$ cat config.mk
export PLATFORM = sky130hd
export DESIGN_NAME = number_stepper
export DESIGN_NICKNAME = d
export VERILOG_FILES = /design/src/rtl/number_pkg.sv /design/src/rtl/button_debounce.sv /design/src/rtl/number_stepper.sv
export SDC_FILE = /design/constraint.sdc
export NUM_CORES = 1
export LEC_CHECK = 0
export ABC_AREA = 1
export BUFFER_PORTS_ARGS = -buffer_cell sky130_fd_sc_hd__buf_4
export CORE_ASPECT_RATIO = 1.4
export CORE_UTILIZATION = 38
export CTS_CLUSTER_SIZE = 30
export DETAILED_ROUTE_END_ITERATION = 6
export GPL_TIMING_DRIVEN = 0
export PLACE_DENSITY_LB_ADDON = 0.05
export SLEW_MARGIN = 20
export SYNTH_ARGS = -nofsm -noshare
export SYNTH_HDL_FRONTEND = slang
export SYNTH_HIERARCHICAL = 1
export SYNTH_SLANG_ARGS = --single-unit
$ cat constraint.sdc
create_clock -name clk -period 1.6 [get_ports clk]
set_input_delay 0.16 -clock clk [delete_from_list [all_inputs] [get_ports clk]]
set_output_delay 0.16 -clock clk [all_outputs]
set_load 0.01 [all_outputs]
$ cat src/rtl/number_pkg.sv
// Shared definitions for the number_stepper / number_detector pair.
// Holds the num bus width, the button debounce states and the button slot map.
package number_pkg;

  localparam int NUM_WIDTH = 5;
  localparam int NUM_MAX   = 31;

  // Slot of each debounced button inside the top-level press vector
  localparam int BTN_UP   = 0;
  localparam int BTN_DOWN = 1;
  localparam int BTN_CLR  = 2;
  localparam int BTN_NUM  = 3;

  typedef enum logic [1:0] {
    DB_IDLE         = 2'd0,
    DB_PRESS_WAIT   = 2'd1,
    DB_PRESSED      = 2'd2,
    DB_RELEASE_WAIT = 2'd3
  } db_state_t;

  function automatic logic [NUM_WIDTH-1:0] num_step(input logic [NUM_WIDTH-1:0] v,
                                                     input logic up);
    return up ? v + NUM_WIDTH'(1) : v - NUM_WIDTH'(1);
  endfunction

endpackage

$ cat src/rtl/button_debounce.sv
// Two-flop synchronizer plus debounce FSM for one raw pushbutton.
// Emits a single registered press pulse when a new pressed level is accepted.
module button_debounce
  import number_pkg::*;
#(
  parameter int DEBOUNCE_CYCLES = 500000
) (
  input  logic clk,
  input  logic reset,
  input  logic i_btn,
  output logic o_stable,
  output logic o_press
);

  localparam int CW = (DEBOUNCE_CYCLES > 2) ? $clog2(DEBOUNCE_CYCLES) : 1;
  localparam logic [CW-1:0] C_LAST = CW'(DEBOUNCE_CYCLES - 1);

  logic            r_meta;
  logic            r_sync;
  db_state_t       r_state;
  db_state_t       w_state_next;
  logic [CW-1:0]   r_count;
  logic [CW-1:0]   w_count_next;
  logic            r_press;
  logic            w_press_next;

  always_ff @(posedge clk) begin
    if (reset) begin
      r_meta  <= 1'b0;
      r_sync  <= 1'b0;
      r_state <= DB_IDLE;
      r_count <= '0;
      r_press <= 1'b0;
    end else begin
      r_meta  <= i_btn;
      r_sync  <= r_meta;
      r_state <= w_state_next;
      r_count <= w_count_next;
      r_press <= w_press_next;
    end
  end

  // The count holds the cycles already spent at the new level; reaching
  // C_LAST here means this edge completes DEBOUNCE_CYCLES.
  always_comb begin
    w_state_next = r_state;
    w_count_next = r_count;
    w_press_next = 1'b0;
    case (r_state)
      DB_IDLE: begin
        if (r_sync) begin
          w_state_next = DB_PRESS_WAIT;
          w_count_next = CW'(1);
        end
      end
      DB_PRESS_WAIT: begin
        if (!r_sync) begin
          w_state_next = DB_IDLE;
          w_count_next = '0;
        end else if (r_count == C_LAST) begin
          w_state_next = DB_PRESSED;
          w_count_next = '0;
          w_press_next = 1'b1;
        end else begin
          w_count_next = r_count + CW'(1);
        end
      end
      DB_PRESSED: begin
        if (!r_sync) begin
          w_state_next = DB_RELEASE_WAIT;
          w_count_next = CW'(1);
        end
      end
      DB_RELEASE_WAIT: begin
        if (r_sync) begin
          w_state_next = DB_PRESSED;
          w_count_next = '0;
        end else if (r_count == C_LAST) begin
          w_state_next = DB_IDLE;
          w_count_next = '0;
        end else begin
          w_count_next = r_count + CW'(1);
        end
      end
      default: begin
        w_state_next = DB_IDLE;
        w_count_next = '0;
      end
    endcase
  end

  assign o_stable = (r_state == DB_PRESSED) || (r_state == DB_RELEASE_WAIT);
  assign o_press  = r_press;

endmodule

$ cat src/rtl/number_stepper.sv
// Wrapping 0..31 counter driven by debounced up/down/clear buttons and an
// optional auto-run prescaler; num feeds number_detector.num directly.
module number_stepper
  import number_pkg::*;
#(
  parameter int DEBOUNCE_CYCLES = 500000,
  parameter int AUTO_PERIOD     = 50000000
) (
  input  logic                 clk,
  input  logic                 reset,
  input  logic                 btn_up,
  input  logic                 btn_down,
  input  logic                 btn_clr,
  input  logic                 auto_en,
  output logic [NUM_WIDTH-1:0] num,
  output logic                 num_changed
);

  localparam int PW = (AUTO_PERIOD > 2) ? $clog2(AUTO_PERIOD) : 1;
  localparam logic [PW-1:0] P_LAST = PW'(AUTO_PERIOD - 1);

  logic [BTN_NUM-1:0]   w_btn_raw;
  logic [BTN_NUM-1:0]   w_press;
  logic [BTN_NUM-1:0]   w_stable;
  logic                 w_unused;
  logic                 r_auto_meta;
  logic                 r_auto_sync;
  logic [PW-1:0]        r_presc;
  logic                 w_tick;
  logic [NUM_WIDTH-1:0] r_num;
  logic [NUM_WIDTH-1:0] w_num_next;
  logic                 r_changed;
  logic                 w_changed_next;

  assign w_btn_raw[BTN_UP]   = btn_up;
  assign w_btn_raw[BTN_DOWN] = btn_down;
  assign w_btn_raw[BTN_CLR]  = btn_clr;

  genvar gi;
  generate
    for (gi = 0; gi < BTN_NUM; gi++) begin : g_db
      button_debounce #(
        .DEBOUNCE_CYCLES(DEBOUNCE_CYCLES)
      ) u_db (
        .clk      (clk),
        .reset    (reset),
        .i_btn    (w_btn_raw[gi]),
        .o_stable (w_stable[gi]),
        .o_press  (w_press[gi])
      );
    end
  endgenerate

  // Debounced levels are not needed by the counter itself
  assign w_unused = &{1'b0, w_stable};

  always_ff @(posedge clk) begin
    if (reset) begin
      r_auto_meta <= 1'b0;
      r_auto_sync <= 1'b0;
      r_presc     <= '0;
    end else begin
      r_auto_meta <= auto_en;
      r_auto_sync <= r_auto_meta;
      if (!r_auto_sync || r_presc == P_LAST) r_presc <= '0;
      else                                   r_presc <= r_presc + PW'(1);
    end
  end

  assign w_tick = r_auto_sync && (r_presc == P_LAST);

  // Clear beats everything; opposing presses cancel; any press swallows a tick.
  always_comb begin
    w_num_next     = r_num;
    w_changed_next = 1'b0;
    if (w_press[BTN_CLR]) begin
      w_num_next     = '0;
      w_changed_next = 1'b1;
    end else if (w_press[BTN_UP] && w_press[BTN_DOWN]) begin
      w_num_next     = r_num;
    end else if (w_press[BTN_UP]) begin
      w_num_next     = num_step(r_num, 1'b1);
      w_changed_next = 1'b1;
    end else if (w_press[BTN_DOWN]) begin
      w_num_next     = num_step(r_num, 1'b0);
      w_changed_next = 1'b1;
    end else if (w_tick) begin
      w_num_next     = num_step(r_num, 1'b1);
      w_changed_next = 1'b1;
    end
  end

  always_ff @(posedge clk) begin
    if (reset) begin
      r_num     <= '0;
      r_changed <= 1'b0;
    end else begin
      r_num     <= w_num_next;
      r_changed <= w_changed_next;
    end
  end

  assign num         = r_num;
  assign num_changed = r_changed;

endmodule

==> results.cfg, run 1 <==
[hold_path]
hold_class = input port to register
hold_path.startpoint = reset
whs_path_depth = 2
min_to = r_auto_sync

[worst_setup_path]
rr_worst_depth = 9
required_ns = 1.81
end_kind = register
start_kind = register
rr_startpoint = g_db[0].u_db/r_count[1]
cp_max_fo = 6
arrival_ns = 1.76
reg2reg_slack_ns = 0.05
worstReg2RegEnd = g_db[0].u_db/r_count[16]
worstSetupPathType = register to register

[timing]
hold_violations = 0
worst_clock_skew_ns = 0.0119
worst_slack_ns = 0.0508
max_slew_margin_pct = 53.1
setup_viol = 0
fmax_ghz = 0.645
fin_crit_ns = 1.55
rsz0062_at_grt = yes
worstMarginPinSlew_ns = 0.703
post-route-period-util_pct = 96.8
maxSlewViolCount = 0

[power]
switchingPower_uw = 1470
ir_drop_mv = 0.421
power_uw = 5610
p_clk_share_pct = 42.2
p_comb_share_pct = 9.1
power_density_nw_per_um2 = 754
sw_frac_of_total_pct = 26.2
cellLeakagePower_uw = 0.00289
intPower_uw = 4140
pwr-share-seq_pct = 48.7

[final_layout]
multi_input_comb_area_sq_um = 3740
layout-drive-gt1-share_pct = 15.5
fill_cells = 1766
syn_to_final_growth_pct = 17.6
diodes = 0
nNetsFinal = 1074
finalInstanceArea_sq_um = 7430
register_area_sq_um = 2170

[routing]
drc_errors = 2
drt_first_pass_iters = 6
antenna_left = 0
totalWireLength_um = 16400
wl_per_cell_um = 13.0
via_per_inst = 4.82
drt_iter0_markers = 297
vias = 6105

[clock_tree]
clock-sinks = 106
cts_tree = done
clkTransAtPathRegs_ns = 0.08
clk_latency_ns = 0.36
cts_buffers = 9
htree_levels = 3
cts_root_buffer = clkbuf_16
cts_buffer_depth = 2

[placed_design]
hpwl_um = 12000
port_buffers = 11
placed_area_sq_um = 6650
dpl_worst_slack_ns = -0.253
place_congestion = 0.844

[run]
cap_violations = 0

[floorplan]
core_area_sq_um = 16200
die_width_um = 111
boundaryPins = 12
initial_utilization_pct = 38.9
rows = 55
dieArea_sq_um = 17200
fp.dieH_um = 155

[yosys]
postSynthAreaPerCell_sq_um = 6.23
synth_cells = 1014
syn-num-nets = 1026
syn_area_sq_um = 6320
yosys_warnings = 6

[global_routing]
grt_pass1_wl_um = 27500
grt_max_degree = 19
grt_pass1_vias = 5820
track_usage_pct = 19.9
grt_overflow = 0
antenna_found_initial = 0

[outcome]
violations = design-rule violations
status = finished with violations
## state kept, by name, summed over array words and instances, names as in the netlist, named ones only
register	cells
g_db.u_db/r_count	57
r_presc	26
num	5
g_db.u_db/o_press	3
g_db.u_db/r_meta	3
g_db.u_db/r_state	3
g_db.u_db/r_sync	3
num_changed	1
r_auto_meta	1
r_auto_sync	1
## final cells by class
cell class / count / share of cell area (%)
multi-input cells: 742 / 50.3
clock inverters: 6 / 0.959
inverters: 151 / 7.62
plain buffers: 15 / 1.51
repair buffers: 37 / 3.94
clock buffers: 10 / 3.21
well taps: 199 / 3.35
flip-flops and latches: 106 / 29.1
## critical path: stages, from the launching register on
cell and delay, ns:
dfxtp_4 0.38, ha_4 0.16, nand2_4 0.05, nor2_4 0.21, nand3_2 0.13, nor2_4 0.14, nor2_4 0.07, buf_6 0.14
nand3_1 0.08, a21oi_2 0.05
## metal layers
layer	wire length, um	vias up	global-route usage, %
met5	0	-	0
met4	362	0	9.26
met3	210	19	1.72
met2	8500	49	37.1
met1	7340	2728	23.0
li1	-	3309	-
## placed cells by master (no fill, tap or decap), types with 4 or more instances in the layout
cell type,n
o21ai_0,29
dfxtp_4,7
inv_1,144
nand2_4,4
xnor2_1,6
and3_1,4
ha_4,4
nand2_1,315
dfxtp_1,85
a21oi_2,8
nand3_2,8
buf_4,33
inv_2,7
nor2_4,20
buf_6,5
nand3_1,71
nand3_4,4
a21oi_1,53
nand2_2,8
nand4_1,44
clkbuf_16,9
nor2_2,16
nand3b_1,7
xor2_1,7
nor3_1,8
dfxtp_2,14
clkbuf_1,7
nor2_1,110
## worst max path at each step
stage                                  startpoint                        to  cells after the start
after floorplan                        r_presc[0]               r_presc[23]                      9
after global routing      g_db[0].u_db/r_count[1]   g_db[0].u_db/r_count[5]                      9
after CTS                 g_db[1].u_db/r_count[1]  g_db[1].u_db/r_count[13]                      9
final                     g_db[0].u_db/r_count[1]  g_db[0].u_db/r_count[16]                      9
after global placement                 r_presc[0]               r_presc[25]                      9
after detailed placement               r_presc[0]               r_presc[23]                      9
## power groups by stage
stage	clock network (uW)	logic, uW	registers, uW
4_1_cts	2460	441	2740
6_report	2370	509	2730
3_5_place_dp	0	427	2790
2_1_floorplan	0	294	2780
5_1_grt	2540	577	2740
3_3_place_gp	0	433	2790
## per-stage QoR
stage / setup TNS (ns) / util, % / instances / hold slack, ns
2_1_floorplan: 0 / - / 1014 / 0.231
3_3_place_gp: -10.69 / 40.9 / 1224 / 0.361
3_5_place_dp: -10.35 / 40.9 / 1224 / 0.368
4_1_cts: 0 / 43.8 / 1251 / 0.00277
5_1_grt: -0.160 / 45.8 / 1266 / 0.0279
6_report: 0 / 45.8 / 1266 / 0.0143
## timing repair
action,4_1_cts,5_1_grt
hold buffers,3,0
gates cloned,0,1
buffers inserted,8,14
setup endpoints to repair,63,77
gates resized for setup,16,66
endpoints found under the hold margin,3,0
pin swaps,6,19
(Power assumes the default switching activity.)
==> run 2: changes to the inputs <==
--- a/config.mk
+++ b/config.mk
@@ -11,7 +11,6 @@
 export CORE_UTILIZATION = 38
 export CTS_CLUSTER_SIZE = 30
 export DETAILED_ROUTE_END_ITERATION = 6
-export GPL_TIMING_DRIVEN = 0
 export PLACE_DENSITY_LB_ADDON = 0.05
 export SLEW_MARGIN = 20
 export SYNTH_ARGS = -nofsm -noshare
==> run 2 against run 1 <==
  * The flow still finishes with violations (design-rule violations)
  * First-iteration DRC count shrank 0.34%
  * Wire length shrank 0.65%
  * Final cell count grew 2.1%
  * Global-route usage grew 0.062 points
  * Sequential share of layout area shrank 0.77 points
  * Core utilization grew 0.51 points
  * Combinational power grew 4%
  * Critical endpoint is now g_db[1].u_db/r_count[5]
  * Largest power group unchanged
==> results.cfg, run 2 (synthesis gave the netlist of run 1 again) <==
[outcome]
status = finished with violations
violations = design-rule violations

[timing]
fmax_ghz = 0.664
worstMarginPinSlew_ns = 0.370
fin_crit_ns = 1.51
rsz0062_at_grt = yes
worst_slack_ns = 0.0938
hold_violations = 0
hold_slack_ns = 0.0583
post-route-period-util_pct = 94.1
max_slew_margin_pct = 75.3
worst_clock_skew_ns = 0.0125
setup_viol = 0
maxSlewViolCount = 0

[floorplan]
core_area_sq_um = 16200
boundaryPins = 12
die_width_um = 111
fp.dieH_um = 155
initial_utilization_pct = 38.9
rows = 55
dieArea_sq_um = 17200

[final_layout]
layout-drive-gt1-share_pct = 16.0
instances_no_fill = 1292
nNetsFinal = 1100
largest_reg_flops = 57
multi_input_comb_area_sq_um = 3630
register_area_sq_um = 2130
utilization_pct = 46.3
diodes = 0
regMostFlops = g_db.u_db/r_count
fill_cells = 1725
finalInstanceArea_sq_um = 7520
mostFrequentLayoutCell = nand2_1
final_cell_mix = 312 x nand2_1, 144 x inv_1, 112 x nor2_1, 98 x dfxtp_1, 77 x nand3_1
syn_to_final_growth_pct = 19.0

[worst_setup_path]
worstSetupPathType = register to register
crit_chain = ha_2 > nand2_2 > nor2_4 > nand3_2 > nor2_4 > nor2_4 > buf_4 > o21ai_1 > a21oi_1
path_common_cell = nor2_4
cpLargestDelayFamily = simple AND/OR/NAND/NOR gates
cp_max_fo = 6
end_kind = register
start_kind = register
crit_path_max_incr_delay_ns = 0.36
cpMaxStageDelayCell = dfxtp_2
required_ns = 1.85
critPathBufInv = 1
arrival_ns = 1.75

[routing]
antenna_left = 0
totalWireLength_um = 16300
drt_iter0_markers = 296
met2_length_um = 8550
vias = 6267
highest_layer = met4
met1_length_um = 7260
wl_per_cell_um = 12.6
via_per_inst = 4.85
dr_wl_met3_um = 266
drt_first_pass_iters = 7
drc_errors = 2

[placed_design]
dpl_worst_slack_ns = -0.104
placed_area_sq_um = 7040
hpwl_um = 12400
place_congestion = 0.834
dp.cells = 1271
port_buffers = 11

[power]
ir_drop_mv = 0.576
cellLeakagePower_uw = 0.00302
power_density_nw_per_um2 = 743

[clock_tree]
cts_buffers = 9
clkTransAtPathRegs_ns = 0.08
cts_buffer_depth = 2
clk_latency_ns = 0.36
htree_levels = 3
cts_root_buffer = clkbuf_16
cts_tree = done
clock-sinks = 106

[global_routing]
antenna_found_initial = 0
grt_max_degree = 19
grt_pass1_wl_um = 27800
grt_pass1_vias = 6018
track_usage_pct = 20.0
grt_overflow = 0

[run]
cap_violations = 0

[hold_path]
hold_class = input port to register
## run 2: report_power, final
part           internal [uW]  leakage, uW  switching (uW)  total [uW]
clock                   1230     0.000146            1110        2340
combinational            200      0.00202             327         527
sequential              2680     0.000860            35.0        2720
## run 2: area by class of cell
class | count | area share [%]
multi-input combinational | 742 | 48.4
clock buffer | 9 | 3.00
timing repair buffer | 78 | 8.39
clock inverter | 7 | 1.03
inverter | 151 | 7.54
tap | 199 | 3.31
sequential | 106 | 28.4
## run 2: repair_timing
item | in CTS | in global routing
resized for setup | 3 | 30
setup buffers | 0 | 3
pin swaps | 1 | 9
endpoints found under the setup margin | 39 | 60
hold buffers | 3 | 0
endpoints found under the hold margin | 3 | 0
## run 2: metal layers
layer	track usage [%]	vias to the layer above
li1	-	3359
met5	0	-
met3	2.23	16
met4	7.83	0
met1	22.1	2839
met2	38.7	53
## run 2: path summary, 6_finish.rpt
path / from / to / slack [ns] / cells after the start
setup / recovery: g_db[1].u_db/r_count[0] / g_db[1].u_db/r_count[5] / 0.09 / 9
hold / removal: auto_en / r_auto_meta / 0.06 / 3
setup reg to reg: g_db[1].u_db/r_count[0] / g_db[1].u_db/r_count[5] / 0.09 / 9
hold reg to reg: g_db[2].u_db/r_meta / g_db[2].u_db/r_sync / 0.40 / 2
## run 2: metrics by stage
step | TNS [ns] | total power (uW)
final | 0 | 5580
after detailed placement | -1.28 | 3290
after global placement | -0.808 | 3290
after floorplan | 0 | 3070
after global routing | -0.0335 | 5830
after CTS | 0 | 5660
## run 2: worst reg2reg max path, delay by kind of cell (launching register included)
family	cells	cell delay, ns
buffers and inverters	1	0.15
and+or+nand+nor	5	0.54
DFF	1	0.36
adders and majority gates	1	0.19
AOI/OAI and AO/OA	2	0.16
